[src/rtl/load_pkg.sv]
// rtl/load_pkg.sv - load-type codes, FSM states and lane constants for the load unit
package load_pkg;

  localparam logic [2:0] LW  = 3'd0;
  localparam logic [2:0] LH  = 3'd1;
  localparam logic [2:0] LHU = 3'd2;
  localparam logic [2:0] LB  = 3'd3;
  localparam logic [2:0] LBU = 3'd4;

  localparam int BYTE_W = 8;
  localparam int HALF_W = 16;
  localparam int WORD_W = 32;

  typedef enum logic [1:0] {
    S_IDLE = 2'd0,
    S_REQ  = 2'd1,
    S_WAIT = 2'd2,
    S_RSP  = 2'd3
  } load_state_t;

  // True when the access does not sit on its natural boundary.
  function automatic logic is_misaligned(input logic [2:0] ld_type, input logic [1:0] addr_lo);
    logic w_mis;
    w_mis = 1'b0;
    if (ld_type == LW)
      w_mis = (addr_lo != 2'b00);
    else if (ld_type == LH || ld_type == LHU)
      w_mis = addr_lo[0];
    return w_mis;
  endfunction

endpackage

[src/rtl/load_unit_if.sv]
// rtl/load_unit_if.sv - request, memory and response bundle of the load unit (exc_adel under LOAD_ADEL_EN)
interface load_unit_if #(
  parameter int ADDR_W = 32,
  parameter int DATA_W = 32
);
  logic              req_valid;
  logic              req_ready;
  logic [ADDR_W-1:0] req_addr;
  logic [2:0]        req_type;
  logic [4:0]        req_rd;
  logic              mem_req;
  logic [ADDR_W-1:0] mem_addr;
  logic              mem_gnt;
  logic              mem_rvalid;
  logic [DATA_W-1:0] mem_rdata;
  logic              rsp_valid;
  logic [DATA_W-1:0] rsp_data;
  logic [4:0]        rsp_rd;
  logic              busy;
`ifdef LOAD_ADEL_EN
  logic              exc_adel;

  modport slave (
    input  req_valid, req_addr, req_type, req_rd, mem_gnt, mem_rvalid, mem_rdata,
    output req_ready, mem_req, mem_addr, rsp_valid, rsp_data, rsp_rd, busy, exc_adel
  );
  modport master (
    output req_valid, req_addr, req_type, req_rd, mem_gnt, mem_rvalid, mem_rdata,
    input  req_ready, mem_req, mem_addr, rsp_valid, rsp_data, rsp_rd, busy, exc_adel
  );
`else
  modport slave (
    input  req_valid, req_addr, req_type, req_rd, mem_gnt, mem_rvalid, mem_rdata,
    output req_ready, mem_req, mem_addr, rsp_valid, rsp_data, rsp_rd, busy
  );
  modport master (
    output req_valid, req_addr, req_type, req_rd, mem_gnt, mem_rvalid, mem_rdata,
    input  req_ready, mem_req, mem_addr, rsp_valid, rsp_data, rsp_rd, busy
  );
`endif
endinterface

[src/rtl/load_ext.sv]
// rtl/load_ext.sv - little-endian lane select and sign/zero extension of a read word
module load_ext
  import load_pkg::*;
(
  input  logic [WORD_W-1:0] i_word,
  input  logic [1:0]        i_addr_lo,
  input  logic [2:0]        i_type,
  output logic [WORD_W-1:0] o_data
);

  logic [BYTE_W-1:0] w_byte;
  logic [HALF_W-1:0] w_half;

  always_comb begin
    w_byte = i_word[BYTE_W-1:0];
    case (i_addr_lo)
      2'd0: w_byte = i_word[7:0];
      2'd1: w_byte = i_word[15:8];
      2'd2: w_byte = i_word[23:16];
      2'd3: w_byte = i_word[31:24];
      default: w_byte = i_word[7:0];
    endcase
    w_half = i_addr_lo[1] ? i_word[31:16] : i_word[15:0];
  end

  // Halfword loads ignore addr[0] and word loads ignore addr[1:0]: misalignment truncates.
  always_comb begin
    o_data = '0;
    case (i_type)
      LW:      o_data = i_word;
      LH:      o_data = {{(WORD_W-HALF_W){w_half[HALF_W-1]}}, w_half};
      LHU:     o_data = {{(WORD_W-HALF_W){1'b0}}, w_half};
      LB:      o_data = {{(WORD_W-BYTE_W){w_byte[BYTE_W-1]}}, w_byte};
      LBU:     o_data = {{(WORD_W-BYTE_W){1'b0}}, w_byte};
      default: o_data = '0;
    endcase
  end

endmodule

[src/rtl/load_unit.sv]
// rtl/load_unit.sv - data-memory load path: req/gnt read, lane extract, one-cycle result (LOAD_ADEL_EN adds misaligned-address exception)
module load_unit
  import load_pkg::*;
#(
  parameter int ADDR_W = 32,
  parameter int DATA_W = 32
) (
  input  logic         clk,
  input  logic         reset,
  load_unit_if.slave   bus
);

  load_state_t       r_state;
  load_state_t       w_next;
  logic [ADDR_W-1:0] r_addr;
  logic [2:0]        r_type;
  logic [4:0]        r_rd;
  logic [DATA_W-1:0] r_rsp_data;
  logic [4:0]        r_rsp_rd;
  logic [DATA_W-1:0] w_ext_data;
  logic              w_req_ready;
  logic              w_mem_req;
  logic              w_rsp_valid;
  logic              w_busy;
  logic              w_accept;
  logic              w_misaligned;

  assign w_accept = (r_state == S_IDLE) && bus.req_valid;

`ifdef LOAD_ADEL_EN
  logic r_exc;
  assign w_misaligned = is_misaligned(bus.req_type, bus.req_addr[1:0]);
`else
  assign w_misaligned = 1'b0;
`endif

  load_ext u_ext (
    .i_word    (bus.mem_rdata),
    .i_addr_lo (r_addr[1:0]),
    .i_type    (r_type),
    .o_data    (w_ext_data)
  );

  always_ff @(posedge clk) begin
    if (reset)
      r_state <= S_IDLE;
    else
      r_state <= w_next;
  end

  always_comb begin
    w_next      = r_state;
    w_req_ready = 1'b0;
    w_mem_req   = 1'b0;
    w_rsp_valid = 1'b0;
    w_busy      = 1'b1;
    case (r_state)
      S_IDLE: begin
        w_req_ready = 1'b1;
        w_busy      = 1'b0;
        if (bus.req_valid)
          w_next = w_misaligned ? S_RSP : S_REQ;
      end
      S_REQ: begin
        w_mem_req = 1'b1;
        if (bus.mem_gnt)
          w_next = S_WAIT;
      end
      S_WAIT: begin
        if (bus.mem_rvalid)
          w_next = S_RSP;
      end
      S_RSP: begin
        w_rsp_valid = 1'b1;
        w_next      = S_IDLE;
      end
      default: w_next = S_IDLE;
    endcase
  end

  always_ff @(posedge clk) begin
    if (reset) begin
      r_addr     <= '0;
      r_type     <= '0;
      r_rd       <= '0;
      r_rsp_data <= '0;
      r_rsp_rd   <= '0;
`ifdef LOAD_ADEL_EN
      r_exc      <= 1'b0;
`endif
    end else begin
      if (w_accept) begin
        r_addr <= bus.req_addr;
        r_type <= bus.req_type;
        r_rd   <= bus.req_rd;
      end
`ifdef LOAD_ADEL_EN
      // Faulting loads skip memory and answer straight from IDLE.
      if (w_accept && w_misaligned) begin
        r_rsp_data <= '0;
        r_rsp_rd   <= bus.req_rd;
        r_exc      <= 1'b1;
      end
`endif
      if (r_state == S_WAIT && bus.mem_rvalid) begin
        r_rsp_data <= w_ext_data;
        r_rsp_rd   <= r_rd;
`ifdef LOAD_ADEL_EN
        r_exc      <= 1'b0;
`endif
      end
    end
  end

  assign bus.req_ready = w_req_ready;
  assign bus.mem_req   = w_mem_req;
  assign bus.mem_addr  = {r_addr[ADDR_W-1:2], 2'b00};
  assign bus.rsp_valid = w_rsp_valid;
  assign bus.rsp_data  = r_rsp_data;
  assign bus.rsp_rd    = r_rsp_rd;
  assign bus.busy      = w_busy;
`ifdef LOAD_ADEL_EN
  assign bus.exc_adel  = r_exc & w_rsp_valid;
`endif

endmodule

[src/flat_wrapper.sv]
// flat-port wrapper written by rule: the top's interface ports become plain ports
module load_unit_flat import load_pkg::*;
#(
  parameter int ADDR_W = 32,
  parameter int DATA_W = 32
)
  (clk, reset, bus_req_valid, bus_req_addr, bus_req_type, bus_req_rd, bus_mem_gnt, bus_mem_rvalid, bus_mem_rdata, bus_req_ready, bus_mem_req, bus_mem_addr, bus_rsp_valid, bus_rsp_data, bus_rsp_rd, bus_busy);
  load_unit_if #(.ADDR_W(ADDR_W), .DATA_W(DATA_W)) bus_i ();
  input  logic clk;
  input  logic reset;
  input wire logic [$bits(bus_i.req_valid)-1:0] bus_req_valid;
  input wire logic [$bits(bus_i.req_addr)-1:0] bus_req_addr;
  input wire logic [$bits(bus_i.req_type)-1:0] bus_req_type;
  input wire logic [$bits(bus_i.req_rd)-1:0] bus_req_rd;
  input wire logic [$bits(bus_i.mem_gnt)-1:0] bus_mem_gnt;
  input wire logic [$bits(bus_i.mem_rvalid)-1:0] bus_mem_rvalid;
  input wire logic [$bits(bus_i.mem_rdata)-1:0] bus_mem_rdata;
  output wire logic [$bits(bus_i.req_ready)-1:0] bus_req_ready;
  output wire logic [$bits(bus_i.mem_req)-1:0] bus_mem_req;
  output wire logic [$bits(bus_i.mem_addr)-1:0] bus_mem_addr;
  output wire logic [$bits(bus_i.rsp_valid)-1:0] bus_rsp_valid;
  output wire logic [$bits(bus_i.rsp_data)-1:0] bus_rsp_data;
  output wire logic [$bits(bus_i.rsp_rd)-1:0] bus_rsp_rd;
  output wire logic [$bits(bus_i.busy)-1:0] bus_busy;
  assign bus_i.req_valid = bus_req_valid;
  assign bus_i.req_addr = bus_req_addr;
  assign bus_i.req_type = bus_req_type;
  assign bus_i.req_rd = bus_req_rd;
  assign bus_i.mem_gnt = bus_mem_gnt;
  assign bus_i.mem_rvalid = bus_mem_rvalid;
  assign bus_i.mem_rdata = bus_mem_rdata;
  assign bus_req_ready = bus_i.req_ready;
  assign bus_mem_req = bus_i.mem_req;
  assign bus_mem_addr = bus_i.mem_addr;
  assign bus_rsp_valid = bus_i.rsp_valid;
  assign bus_rsp_data = bus_i.rsp_data;
  assign bus_rsp_rd = bus_i.rsp_rd;
  assign bus_busy = bus_i.busy;
  load_unit #(.ADDR_W(ADDR_W), .DATA_W(DATA_W)) u_core (.clk(clk), .reset(reset), .bus(bus_i));
endmodule
[config.mk]
export PLATFORM = sky130hd
export DESIGN_NAME = load_unit_flat
export DESIGN_NICKNAME = d
export VERILOG_FILES = /design/src/rtl/load_pkg.sv /design/src/rtl/load_unit_if.sv /design/src/rtl/load_ext.sv /design/src/rtl/load_unit.sv /design/src/flat_wrapper.sv
export SDC_FILE = /design/constraint.sdc
export NUM_CORES = 1
export LEC_CHECK = 0
export ABC_AREA = 1
export CAP_MARGIN = 0
export CORE_MARGIN = 2
export CORE_UTILIZATION = 63
export CTS_CLUSTER_DIAMETER = 200
export DETAILED_ROUTE_END_ITERATION = 6
export DONT_BUFFER_PORTS = 1
export MAX_ROUTING_LAYER = met4
export PLACE_DENSITY_LB_ADDON = 0.1
export SYNTH_ARGS = -nofsm -noshare
export SYNTH_HDL_FRONTEND = slang
export SYNTH_SLANG_ARGS = --single-unit
[constraint.sdc]
create_clock -name clk -period 2 [get_ports clk]
set_input_delay 0.6 -clock clk [delete_from_list [all_inputs] [get_ports clk]]
set_output_delay 0.6 -clock clk [all_outputs]
set_load 0.03 [all_outputs]
# Word level (Yosys, flattened, before mapping)
# Index checks and enable logic that the tools add are counted.
[op_classes]
n_addsub = 0
mul = 0
div_mod_pow = 0
n_lt_le_gt_ge = 0
eq_ne = 13
shifts = 0
n_mux = 11
bitwise = 0
n_reduce_logical = 6
[ops]
columns = ["op", "count"]
rows = [
  ["case mux 32 bit (5 select lines)", 1],
  ["case mux 8 bit (4 select lines)", 1],
  ["2-to-1 mux 16 bit", 1],
  ["equality test 2 bit, second input constant", 4],
  ["case mux 2 bit (4 select lines)", 1],
  ["equality test 3 x 2 -> 1 bit, second input constant", 2],
  ["2-to-1 mux 2 bit", 3],
  ["!= test 2 bit, second input constant", 3],
  ["equality test 2 x 1 -> 1 bit, second input constant", 2],
  ["logical NOT 2 bit", 2],
  ["2-to-1 mux 1 bit", 4],
  ["equality test 3 x 1 -> 1 bit, second input constant", 1],
  ["equality test 3 bit, second input constant", 1],
  ["logical NOT 3 bit", 1],
  ["AND reduction 3 bit", 1],
  ["logical AND 1 bit", 2],
]
[totals]
ff_bits = 79
latchBits = 0
ramBits = 0
romBits = 0
word_cells = 36
n_memories = 0

# Longest topological paths before layout
# Gate-level depths: netlist of run 1.
[depth]
ltp_word = 3
ltp_mapped = 9
depth_no_buf = 8

# By module
# A second synthesis of run 1 with hierarchy kept.
[unflattened]
hier_cells = 591
area_unflattened_um2 = 4037.6
[modules_own_cells]
columns = ["mod", "instances", "cells_each", "area_each_um2", "seq_area_each_um2"]
rows = [
  ["load_unit", 1, 395, 3153.0, 1581.5],
  ["load_ext", 1, 196, 884.6, 0.0],
]

# Worst setup path after synthesis of run 1
# No wires, ideal clock.
[synth_timing]
path_type = "register -> register"
startpoint = "register u_core.r_state[0]"
endpoint = "register u_core.r_state[0]"
arrival_time_ns = 1.524
setup_slack_ns = 0.356
stages_incl_launch_ff = 7
n_path_buf = 0
cell_sequence = "dfxtp_1 -> inv_1 -> ha_1 -> inv_1 -> o211ai_1 -> a21oi_1 -> o31a_1"
[synth_between]
elab_chain_len = 3
word_cells_on_any_way = 9
[synth_lines]
columns = ["element", "line", "source"]
rows = [
  ["start, declared", "load_unit.sv:13", "load_state_t r_state;"],
  ["start signal, assigned", "load_unit.sv:48", "r_state <= w_next;"],
  ["equality test 2 bit, or another cell as far along", "load_unit.sv:57", "case (r_state)"],
  ["!= test 2 bit (no line)", "--", ""],
  ["AND reduction 3 bit (no line)", "--", ""],
]
# Several ways; a longest one is shown, not always the timed one.
# A chain may end at the register's enable or synchronous reset.

# Worst setup path after layout of run 1
[layout_timing]
startpoint = "register u_core.r_state[0]"
endpoint = "output port bus_busy"
[layout_between]
elab_chain_len = 2
[layout_lines]
columns = ["element", "line", "source"]
rows = [
  ["logical NOT 2 bit", "load_unit.sv:57", ""],
  ["2-to-1 mux 1 bit", "load_unit.sv:57", ""],
  ["end, declared", "flat_wrapper.sv:24", "output wire logic [$bits(bus_i.busy)-1:0] bus_busy;"],
]
# Every way passes these cells.

==> metrics.csv, run 1 <==
stage,metric,value,unit
global_route,overflow,0,
cells_and_area,area_growth,-0.749,%
placement,dp_hpwl,6560,µm
status,run_status,"complete, no violations",
detailed_routing,vias_per_cell,5.51,
setup_path,end_kind,output pin,
timing,slew_headroom,0.519,
power,powerDensity,1390,mW/mm²
clock_network,holdBufCountCts,0,
min_path,hold_start,reset,
cells_and_area,drive_gt1_frac,0.0958,
logic_synthesis,yosysSeqAreaShare,0.395,
setup_path,critPathKind,reg2out,
placement,portBuffers,0,
detailed_routing,first_iter_violations,251,
floorplanning,core,0.00624,mm²
setup_path,ff2ff_path_depth,7,
floorplanning,die_y,83.8,µm
timing,rsz0062_at_grt,no,
setup_path,startpoint_type,flip-flop,
clock_network,cts_repair_resize_count,1,
floorplanning,boundaryPins,150,
timing,max_freq,517,MHz
timing,fin_skew,0.00927,ns
timing,worstMarginPinSlew,0.722,ns
logic_synthesis,ys_seq_elements,79,
logic_synthesis,synthesis.area,0.00401,mm²
detailed_routing,ant_nets,0,
global_route,grt_pass1_wl,15400,µm
setup_path,r2r_slack,0.19,ns
detailed_routing,dr.pass1.iters,5,
cells_and_area,instances_no_fill,630,
timing,hold_viol,0,
clock_network,cts_buffer_depth,2,
run,maxCapViolCount,0,
power,leakage,0.00172,µW
power,peakVddDrop,1.29,mV
floorplanning,num_rows,29,
floorplanning,die_w,83.8,µm
floorplanning,initial_core_util,0.642,
logic_synthesis,synth_area_per_cell,6.75,µm²
placement,gp_congestion,0.906,
detailed_routing,drc,0,
clock_network,cts.htree.levels,3,
clock_network,post_cts_buffers,0,
cells_and_area,diodes,0,
timing,holdWs,0.293,ns
min_path,holdPathStages,1,
timing,post-route-period-util,0.966,
setup_path,crit_fanout,3,
floorplanning,die-area,0.00702,mm²
detailed_routing,vias,3473,
setup_path,slowest_stage,dfxtp_1,
detailed_routing,wl_per_cell,15.1,µm
clock_network,cts_tree,done,
placement,dp.cells,614,
setup_path,r2r-start,u_core.r_addr[1],
setup_path,crit_buf_inv,3,
setup_path,r2r-end,u_core.bus.rsp_data[28],
timing,setup_tns,0,ns
timing,setup_violations,0,
clock_network,clk_latency,0.36,ns
global_route,track_usage,0.280,
clock_network,cts-root-buf,clkbuf_8,
global_route,antenna_found_initial,0,
global_route,grt_pass1_vias,3182,
min_path,hold_end,u_core.r_addr[22],
clock_network,numCtsBuffers,9,
setup_path,worstPathArrival,1.33,ns
min_path,min_path_type,in2reg,
setup_path,cp_top_family,buffers and inverters,
clock_network,path_clk_slew,0.09,ns
logic_synthesis,synth_cells,594,
setup_path,crit_required,1.40,ns
timing,period_minus_slack,1.93,ns
cells_and_area,nets,629,
clock_network,cts_sinks,79,
setup_path,critical_path.max_stage_delay,0.37,ns
global_route,grt_max_degree,80,
timing,slew_viol_final,0,
setup_path,cp_cell_sequence,"inv_1, ha_1, buf_6, clkinvlp_4",
detailed_routing,drt_wl_total,9500,µm
logic_synthesis,yosys_warnings,0,
logic_synthesis,synth_cell_types,24,
## through the flow
step                worst slack [ns]  instance area [µm²]  power [µW]   util
floorplan                      0.356                 4010        4070      -
global placement               0.128                 3760        4230  0.602
detailed placement            0.0197                 3760        4270  0.602
CTS                           0.0121                 3970        5530  0.636
global route                 0.00258                 3980        5890  0.638
finish                        0.0675                 3980        5520  0.638
## where the power goes
| part | switching (µW) | leakage (µW) | internal [µW] | total [µW] |
|---|---|---|---|---|
| Clock | 649 | 0.000100 | 602 | 1250 |
| Sequential | 538 | 0.000644 | 1820 | 2360 |
| Combinational | 1280 | 0.000975 | 621 | 1900 |
## synth_stat cells (all sizes together)
master	count	area [µm²]
a211oi	6	45.0
a21oi	80	438
buf	51	354
clkbuf	15	56.3
clkinv	1	3.75
conb	1	3.75
dfxtp	79	1580
ha	4	50.1
inv	41	154
nand2	226	851
nand3	43	270
nor2	35	131
o211ai	1	7.51
o21ai	7	35.0
o31a	1	8.76
or2	3	18.8
## flip-flops by register name, summed over array words and instances (netlist names)
| signal | cells |
|---|---|
| u_core.r_rd | 5 |
| u_core.r_addr | 32 |
| u_core.r_type | 3 |
| u_core.bus.rsp_data | 32 |
| u_core.bus.rsp_rd | 5 |
| u_core.r_state | 2 |
## worst max-delay path by stage
stage                      start                end  cells after the start
2_1_floorplan  u_core.r_state[0]  u_core.r_state[0]                      6
3_3_place_gp   u_core.r_state[0]  u_core.r_addr[27]                      6
3_5_place_dp   u_core.r_state[0]     u_core.r_rd[2]                      6
4_1_cts        u_core.r_state[0]  u_core.r_addr[11]                      6
5_1_grt        u_core.r_state[1]           bus_busy                      4
6_report       u_core.r_state[0]           bus_busy                      4
## cells in the final DEF, fill, tap and decap left out
cell type / Yosys / layout
o211ai_1: 1 / 1
nor2_1: 35 / 35
or2_1: 1 / 1
inv_1: 38 / 37
a21oi_1: 70 / 70
nand3_1: 32 / 32
buf_6: 2 / 1
clkinvlp_4: 0 / 4
buf_4: 35 / 7
inv_8: 0 / 2
inv_2: 3 / 3
ha_1: 4 / 4
o31a_1: 1 / 1
a21oi_2: 10 / 10
clkbuf_8: 0 / 9
nand2_1: 225 / 225
a211oi_1: 6 / 6
nand3_2: 11 / 11
or2_2: 2 / 2
o21ai_0: 7 / 7
dfxtp_1: 79 / 79
conb_1: 1 / 2
nand2_2: 1 / 1
inv_6: 0 / 2
bufinv_16: 0 / 1
## layout make-up
class	count	area [µm²]
inverters	42	165
clock inverters	7	85.1
flip-flops and latches	79	1580
repair buffers	8	63.8
clock buffers	9	124
multi-input cells	408	1860
fillers	618	2260
well taps	77	96.3
## routing by layer
metal,GRT usage,vias to the layer above,share of wire
li1,-,1744,-
met1,0.339,1549,0.42
met2,0.428,151,0.46
met3,0.0742,29,0.080
met4,0.147,0,0.040
met5,-,-,0
## cells by family (layout without fill, tap and decap cells)
kind of cell,Yosys count,count (layout),share of synthesized area
other,1,2,0.000935
adders and majority gates,4,4,0.0125
AOI/OAI and AO/OA,95,95,0.133
DFF,79,79,0.395
buffers and inverters,108,66,0.142
and+or+nand+nor,307,307,0.317
(Power assumes the default switching activity.)
==> run 2, diff against run 1 <==
Settings changed: HOLD_SLACK_MARGIN set to 0.15.
==> results of run 2 <==
Final layout, timing and power as in run 1 (identical DEF).
